$ cat config.mk
export PLATFORM = sky130hd
export DESIGN_NAME = psd_band_power_flat
export DESIGN_NICKNAME = d
export VERILOG_FILES = /design/src/rtl/psd_band_power_if.sv /design/src/rtl/psd_band_power.sv /design/src/flat_wrapper.sv
export SDC_FILE = /design/constraint.sdc
export NUM_CORES = 2
export LEC_CHECK = 0
export CORE_UTILIZATION = 38
export DETAILED_ROUTE_END_ITERATION = 12
export GPL_TIMING_DRIVEN = 0
export HOLD_SLACK_MARGIN = 0.15
export PLACE_DENSITY = 0.62
export SYNTH_ARGS = -nofsm -noshare
export SYNTH_HDL_FRONTEND = slang
export SYNTH_SLANG_ARGS = --single-unit
$ cat constraint.sdc
create_clock -name clock -period 9.85 [get_ports clock]
set_input_delay 1.97 -clock clock [delete_from_list [all_inputs] [get_ports clock]]
set_output_delay 1.97 -clock clock [all_outputs]
set_load 0.02 [all_outputs]
$ cat src/rtl/psd_band_power_if.sv
// Filter-bank-to-power-estimator link: one frame of eight band samples in,
// serial per-band averaged power out.
`timescale 1ns/1ps
interface psd_band_power_if;
  logic signed [15:0] datain0;
  logic signed [15:0] datain1;
  logic signed [15:0] datain2;
  logic signed [15:0] datain3;
  logic signed [15:0] datain4;
  logic signed [15:0] datain5;
  logic signed [15:0] datain6;
  logic signed [15:0] datain7;
  logic               din_valid;
  logic               restart;
  logic               busy;
  logic        [31:0] power_out;
  logic        [2:0]  power_band;
  logic               power_valid;
  logic               overrun;

  modport master (
    output datain0, datain1, datain2, datain3,
    output datain4, datain5, datain6, datain7,
    output din_valid, restart,
    input  busy, power_out, power_band, power_valid, overrun
  );

  modport slave (
    input  datain0, datain1, datain2, datain3,
    input  datain4, datain5, datain6, datain7,
    input  din_valid, restart,
    output busy, power_out, power_band, power_valid, overrun
  );
endinterface

$ cat src/rtl/psd_band_power.sv
// Per-band power estimator: squares each of eight band samples through one
// shared multiplier, accumulates over 2^LOG2_AVG frames, streams the averages.
//
// state | meaning
// IDLE  | waiting for a frame (din_valid)
// SQ    | eight cycles, band k squared and accumulated on cycle k
`timescale 1ns/1ps
module psd_band_power #(
  parameter int LOG2_AVG = 6
) (
  input logic              clock,
  input logic              reset,
  psd_band_power_if.slave  bus
);

  localparam int FW = (LOG2_AVG > 0) ? LOG2_AVG : 1;

  typedef enum logic {IDLE, SQ} state_t;

  state_t             state;
  state_t             state_nxt;
  logic signed [15:0] x [8];
  logic        [41:0] acc [8];
  logic      [FW-1:0] frame_cnt;
  logic         [2:0] band_cnt;

  logic               accept;
  logic               sq_step;
  logic               drop;
  logic               last_frame;
  logic signed [15:0] x_cur;
  logic signed [31:0] sq;
  logic        [41:0] sum;

  assign last_frame = (LOG2_AVG == 0) || (frame_cnt == {FW{1'b1}});
  assign x_cur      = x[band_cnt];
  assign sq         = x_cur * x_cur;
  // square is never negative, so zero-extension is exact
  assign sum        = acc[band_cnt] + {10'd0, sq};
  assign bus.busy   = (state == SQ);

  always_ff @(posedge clock or negedge reset) begin
    if (!reset) begin
      state <= IDLE;
    end else begin
      state <= state_nxt;
    end
  end

  always_comb begin
    state_nxt = state;
    accept    = 1'b0;
    sq_step   = 1'b0;
    drop      = 1'b0;
    if (bus.restart) begin
      state_nxt = IDLE;
    end else begin
      case (state)
        IDLE: begin
          if (bus.din_valid) begin
            accept    = 1'b1;
            state_nxt = SQ;
          end
        end
        SQ: begin
          sq_step = 1'b1;
          drop    = bus.din_valid;
          if (band_cnt == 3'd7) begin
            state_nxt = IDLE;
          end
        end
        default: state_nxt = IDLE;
      endcase
    end
  end

  always_ff @(posedge clock or negedge reset) begin
    if (!reset) begin
      for (int i = 0; i < 8; i++) begin
        x[i]   <= '0;
        acc[i] <= '0;
      end
      frame_cnt       <= '0;
      band_cnt        <= '0;
      bus.power_out   <= '0;
      bus.power_band  <= '0;
      bus.power_valid <= 1'b0;
      bus.overrun     <= 1'b0;
    end else begin
      bus.power_valid <= 1'b0;
      if (bus.restart) begin
        for (int i = 0; i < 8; i++) begin
          acc[i] <= '0;
        end
        frame_cnt <= '0;
        band_cnt  <= '0;
      end else begin
        if (accept) begin
          x[0]     <= bus.datain0;
          x[1]     <= bus.datain1;
          x[2]     <= bus.datain2;
          x[3]     <= bus.datain3;
          x[4]     <= bus.datain4;
          x[5]     <= bus.datain5;
          x[6]     <= bus.datain6;
          x[7]     <= bus.datain7;
          band_cnt <= '0;
        end
        if (drop) begin
          bus.overrun <= 1'b1;
        end
        if (sq_step) begin
          band_cnt <= band_cnt + 3'd1;
          if (last_frame) begin
            // window sum is at most 2^40, so the shifted average fits 32 bits
            bus.power_out   <= 32'(sum >> LOG2_AVG);
            bus.power_band  <= band_cnt;
            bus.power_valid <= 1'b1;
            acc[band_cnt]   <= '0;
          end else begin
            acc[band_cnt]   <= sum;
          end
          if (band_cnt == 3'd7) begin
            frame_cnt <= last_frame ? '0 : frame_cnt + 1'b1;
          end
        end
      end
    end
  end

endmodule

$ cat src/flat_wrapper.sv
// flat-port wrapper written by rule: the top's interface ports become plain ports
module psd_band_power_flat 
#(
  parameter int LOG2_AVG = 6
)
  (clock, reset, bus_datain0, bus_datain1, bus_datain2, bus_datain3, bus_datain4, bus_datain5, bus_datain6, bus_datain7, bus_din_valid, bus_restart, bus_busy, bus_power_out, bus_power_band, bus_power_valid, bus_overrun);
  psd_band_power_if bus_i ();
  input logic clock;
  input logic reset;
  input wire logic [$bits(bus_i.datain0)-1:0] bus_datain0;
  input wire logic [$bits(bus_i.datain1)-1:0] bus_datain1;
  input wire logic [$bits(bus_i.datain2)-1:0] bus_datain2;
  input wire logic [$bits(bus_i.datain3)-1:0] bus_datain3;
  input wire logic [$bits(bus_i.datain4)-1:0] bus_datain4;
  input wire logic [$bits(bus_i.datain5)-1:0] bus_datain5;
  input wire logic [$bits(bus_i.datain6)-1:0] bus_datain6;
  input wire logic [$bits(bus_i.datain7)-1:0] bus_datain7;
  input wire logic [$bits(bus_i.din_valid)-1:0] bus_din_valid;
  input wire logic [$bits(bus_i.restart)-1:0] bus_restart;
  output wire logic [$bits(bus_i.busy)-1:0] bus_busy;
  output wire logic [$bits(bus_i.power_out)-1:0] bus_power_out;
  output wire logic [$bits(bus_i.power_band)-1:0] bus_power_band;
  output wire logic [$bits(bus_i.power_valid)-1:0] bus_power_valid;
  output wire logic [$bits(bus_i.overrun)-1:0] bus_overrun;
  assign bus_i.datain0 = bus_datain0;
  assign bus_i.datain1 = bus_datain1;
  assign bus_i.datain2 = bus_datain2;
  assign bus_i.datain3 = bus_datain3;
  assign bus_i.datain4 = bus_datain4;
  assign bus_i.datain5 = bus_datain5;
  assign bus_i.datain6 = bus_datain6;
  assign bus_i.datain7 = bus_datain7;
  assign bus_i.din_valid = bus_din_valid;
  assign bus_i.restart = bus_restart;
  assign bus_busy = bus_i.busy;
  assign bus_power_out = bus_i.power_out;
  assign bus_power_band = bus_i.power_band;
  assign bus_power_valid = bus_i.power_valid;
  assign bus_overrun = bus_i.overrun;
  psd_band_power #(.LOG2_AVG(LOG2_AVG)) u_core (.clock(clock), .reset(reset), .bus(bus_i));
endmodule
; ---- After elaboration in Yosys (flattened, before gate mapping)
; Index checks and enable logic that the tools add are counted.
[totals]
word_cells = 76
regBits = 511
out_inout_bits = 38
input_bits = 132
[classes]
multipliers = 1
reduce_logical = 8
n_eq_ne = 2
addsub = 3
n_bitwise = 5
n_mux = 32
order_cmp = 2
[ops]
columns = operator, n
row1 = 2-to-1 mux 336 bit, 3
row2 = bitwise AND 336 bit, 1
row3 = bitwise mux 336 bit, 1
row4 = NOT 336 bit, 1
row5 = binary-select mux 42 bit (select 3 bit), 1
row6 = demux 42 bit (select 3 bit), 1
row7 = 2-to-1 mux 42 bit, 3
row8 = binary-select mux 16 bit (select 3 bit), 1
row9 = adder 42 x 32 -> 42 bit, 1
row10 = multiplier 16 x 16 -> 32 bit, 1
row11 = 2-to-1 mux 16 bit, 2
row12 = 2-to-1 mux 6 bit, 4
row13 = 2-to-1 mux 1 bit, 12
row14 = 2-to-1 mux 3 bit, 3
row15 = "adder 6 x 1 -> 6 bit, second input constant", 1
row16 = "== test 6 bit, second input constant", 1
row17 = AND reduction 2 bit, 3
row18 = "greater-or-equal comparator 4 bit, second input constant", 1
row19 = "less-than comparator 4 x 1 -> 1 bit, second input constant", 1
row20 = NOT 3 -> 4 bit, 1
row21 = nonzero test 2 bit, 2
row22 = "adder 3 x 1 -> 3 bit, second input constant", 1
row23 = "== test 3 bit, second input constant", 1
row24 = AND reduction 3 bit, 1
row25 = other kinds (4), 5

; ---- Longest topological paths before layout
[logic_depth]
depth_word = 10
mapped_depth = 46
ltp_nobuf = 40

; ---- Least setup slack after synthesis
; No wires, ideal clock.
[synth_path]
path_type = register to register
start = register u_core.band_cnt[0]
end = register u_core.bus.power_out[30]
slack_ns = -0.198
path_stages_with_launch = 41
t_arrival_ns = 9.981
setup_ns = 0.067
path_buffers = 6
path_cell_list = dfrtp_1 buf_2 buf_2 buf_2 buf_2 buf_2 mux2_2 a221oi_1 nor2_1 a221oi_1 inv_1 buf_2 nand2_1 inv_1 fa_1 inv_1 fa_1 fa_1 [... 5 more ...] inv_1 ha_1 o21ai_0 a21oi_1 or4_1 a221oi_1 o21a_1 o211ai_1 o41a_1 a211oi_1 xnor2_1 ha_1 nand3_1 or3b_2 nand3_1 o211ai_1 xnor2_1 mux2_2
[synth_via]
elab_chain_len = 6
word_cells_on_any_way = 9
[synth_rtl]
columns = element, line_no
row1 = "start, declared", psd_band_power.sv:25  ; logic [2:0] band_cnt;
row2 = "start signal, assigned", psd_band_power.sv:113  ; band_cnt <= band_cnt + 3'd1;
row3 = NOT 3 -> 4 bit (not written as such) (*), "psd_band_power.sv:36, psd_band_power.sv:39"
row4 = binary-select mux 16 bit (select 3 bit), psd_band_power.sv:36  ; assign x_cur = x[band_cnt];
row5 = 2-to-1 mux 16 bit (not written as such) (2 in series), psd_band_power.sv:36
row6 = multiplier 16 x 16 -> 32 bit, psd_band_power.sv:37  ; assign sq = x_cur * x_cur;
row7 = adder 42 x 32 -> 42 bit (*), psd_band_power.sv:39  ; assign sum = acc[band_cnt] + {10'd0, sq};
row8 = "end signal, assigned", psd_band_power.sv:116  ; bus.power_out <= 32'(sum >> LOG2_AVG);
row9 = "end, declared", psd_band_power_if.sv:32  ; output busy, power_out, power_band, power_valid, overrun
; Every way passes the cells marked *; elsewhere a longest branch is shown, timed or not. The select of a mux whose other input is x is not followed.
; A chain may end at the register's enable or synchronous reset.

; ---- Final worst setup path
; Same ends and word-level chain as after synthesis.

==> impl_metrics.tcl <==
set metrics [dict create \
    path_class "reg -> reg" \
    antenna_found_initial 4 \
    initial_utilization_pct 38.47 \
    die_h_um 290.3 \
    drtAntennaViolNets 0 \
    hold_depth 2 \
    worst_pin_slew_ns 1.375 \
    routed_wl_um 115200 \
    synth_warnings 0 \
    cp-start-kind "flop" \
    busiest_layer "met2" \
    htreeDepth 2 \
    clk_latency_ns 0.63 \
    synth-seq-cells 479 \
    slew-limit-headroom_pct 8.316 \
    reg2reg_from "u_core.band_cnt[0]" \
    critPathMaxFanout 6 \
    core-area_um2 82110 \
    place_area_um2 34790 \
    cap_viol_max_count 0 \
    hold_class "reg -> reg" \
    drc 0 \
    final_util_pct 47.49 \
    synthCells 3109 \
    finalSetupViolations 53 \
    syn_to_final_growth_pct 23.44 \
    grt_pass1_vias 26760 \
    critical_path_required_ns 10.35 \
    clockBufferDepth 3 \
    multiInputGateArea_um2 18920 \
    drv_slew 0 \
    clkSinkCount 479 \
    grt_pass1_wl_um 170900 \
    violations "setup timing" \
    hold_path_end "u_core.bus.power_out[21]" \
    routabilityCongestion 0.9828 \
    fin_crit_sh_pct 101.3 \
    synth_top_area_cell "dfrtp_1" \
    synth_fp_nets 3602 \
    groute.usage.overall_pct 27.04 \
    grt_max_degree 121 \
    critPathArrivalTime_ns 10.47 \
    crit_top_cell "fa_1" \
    synth_area_um2 31590 \
    synth_ff_type "dfrtp_1" \
    first_pass_iters 6 \
    end_kind "flop" \
    met1_usage_pct 36.62 \
    ios 170 \
    drive_gt1_share_pct 17.15 \
    r2r_slack_ns -0.12 \
    cts_root_buffer "clkbuf_16" \
    cts_made_buffers 50 \
    cp_slowest_cell "fa_1" \
    fill_cells 7549 \
    ff_latch_area_um2 11990 \
    placed_cells 4354 \
    postLayoutCellArea_um2 38990 \
    rows 105 \
    skew_ns 0.04295 \
    synth_edf_count 0 \
    use_met2_pct 41.55 \
    routedWlPerCell_um 25.43 \
    nets 3909 \
    drtIter0Drc 2596 \
    use_met3_pct 6.378 \
    r2r_cells 43 \
    worstHoldStart "u_core.bus.power_out[21]" \
    hold_viol 0 \
    dp.final_hpwl_um 81920 \
    yosysUniqueCellTypes 72 \
    outcome "complete, but fails checks" \
    instances_no_fill 4530 \
    vias 26610 \
    rsz0062_at_grt "true" \
    fmax_mhz 100.3 \
    finalSetupTns_ns -2.894 \
    synth_area_per_cell_um2 10.16 \
    tritoncts "built" \
    die_w_um 290.3 \
    synth_top_area_share_pct 37.95 \
    fin_ws_ns -0.1242 \
    seq_area_frac_synth_pct 37.95 \
    synthArstFlopShare_pct 100.0 \
    overflow 0 \
    slowest_delay_ns 0.51 \
    die-area_um2 84290 \
    finalCriticalPeriod_ns 9.974 \
    numPortBuffers 169 \
    synthTopCellsByArea "dfrtp_1, fa_1, mux2_2" \
    clk_pin_slew_worst_paths_ns 0.07 \
    vias_per_cell 5.874 \
    reg2reg_to "u_core.bus.power_out[30]" \
]
-- cell usage in the layout (no fill, tap or decap), types with 13 or more instances in the layout --
master,synthesis,final
nor2_1,214,199
o21ai_0,48,38
xor2_1,22,14
fa_1,237,233
ha_1,124,103
nand3_1,29,24
a22o_1,144,144
o22ai_1,84,84
mux2i_1,24,24
xnor2_1,52,38
clkbuf_16,0,55
inv_1,332,321
ha_4,0,16
a21o_1,34,34
mux2_2,166,158
a22oi_1,65,65
nor4_1,29,23
buf_6,1,23
clkbuf_8,0,17
nand2_1,327,317
dfrtp_1,479,478
a21oi_1,181,159
buf_4,0,76
clkdlybuf4s50_1,0,168
clkbuf_1,146,121
a21oi_2,0,18
nand4_1,24,24
and2_1,19,17
nand2b_1,16,16
o221ai_1,13,13
nor3_1,33,28
-- flip-flops by register name, indices dropped and copies added (netlist names) --
register                count
u_core.frame_cnt            6
u_core.bus.power_band       3
u_core.x                  128
u_core.bus.busy             1
u_core.bus.overrun          1
u_core.band_cnt             3
u_core.bus.power_valid      1
u_core.bus.power_out       32
u_core.acc                304
-- cell type report --
type,count,share of cell area [%]
Antenna cell,2,0.01283
Buffer,167,2.426
Clock buffer,68,3.748
Clock inverter,26,0.9112
Inverter,340,3.353
Multi-Input combinational cell,2112,48.53
Sequential cell,479,30.74
Tap cell,1070,3.433
Timing Repair Buffer,266,6.844
-- critical path, delay by kind of cell, from the launching register on --
family	cells	cell delay, ns
buffers and inverters	14	1.56
AOI/OAI and AO/OA	9	2.09
and+or+nand+nor	8	1.36
adders and majority gates	8	3.47
muxes	2	0.56
xor gates and xnor gates	2	0.38
DFF	1	0.40
-- cell usage after synthesis (6+ instances only) --
cell      number
xor2_1        22
a311o_1        6
a31oi_1        8
o21a_1         8
o211ai_1       9
o311ai_0       7
dfrtp_1      479
a21oi_1      181
o221ai_1      13
o21ai_0       48
a22o_1       144
a32o_1        12
o21bai_1      12
clkinv_1       7
a22oi_1       65
nor4_1        29
nand4_1       24
fa_1         237
nor3_1        33
mux2i_1       24
nor3b_1       12
and4_1         8
nand3_1       29
nor2_1       214
xnor2_1       52
buf_2         16
o22ai_1       84
inv_1        332
a221oi_1      12
o22a_1         8
and2_1        19
nand2_1      327
a211oi_1      19
ha_1         124
buf_1         17
nand2b_1      16
clkbuf_1     146
a211o_1        8
and3_1        14
mux2_2       166
nor2b_1       13
a21o_1        34
or3_1          9
nand3b_1      10
-- layer usage --
metal	vias to the layer above	share of wire, %
met3	261	9.9
met1	13610	41
met2	1364	45
met4	4	4.3
met5	-	0.049
li1	11370	-
-- cell families (layout without fill, tap and decap cells) --
logic type      Yosys count  count (layout)  share of synthesized area [%]
buf+inv                 520             867                          6.266
compound gates          709             709                          15.80
fa+ha+maj               361             361                          19.93
flops                   479             479                          37.95
simple gates            771             771                          10.97
other cells               0               2                              0
xor+xnor                 74              76                          2.052
mux                     195             195                          7.034
-- what timing repair did --
item,4_1_cts,5_1_grt
hold buffers,0,0
gates resized for setup,250,129
pin swaps,56,54
buffers inserted,66,31
cloned,2,3
setup endpoints to repair,252,182
-- through the flow --
| step | hold slack [ns] | worst slack (ns) |
|---|---|---|
| final | 0.4876 | -0.1242 |
| after CTS | 0.4800 | -0.1659 |
| after global placement | 0.4610 | -15.02 |
| after floorplan | 0.4492 | 0.0001243 |
| after global routing | 0.5027 | -0.3038 |
| after detailed placement | 0.4634 | -3.992 |
-- worst max-delay path by stage --
stage / startpoint / endpoint / slack, ns / cells past startpoint
3_5_place_dp: u_core.band_cnt[1] / u_core.bus.power_out[26] / -3.99 / 40
6_report: u_core.band_cnt[0] / u_core.bus.power_out[30] / -0.12 / 43
2_1_floorplan: u_core.band_cnt[0] / u_core.bus.power_out[28] / 0.0001 / 41
5_1_grt: u_core.band_cnt[1] / u_core.acc[159] / -0.30 / 44
3_3_place_gp: reset / u_core.acc[257] / -15.02 / 1
4_1_cts: u_core.band_cnt[0] / u_core.bus.power_out[30] / -0.17 / 42
Power is not shown: default switching activity piles up to over one toggle a cycle in this logic, so the estimate is an artifact.
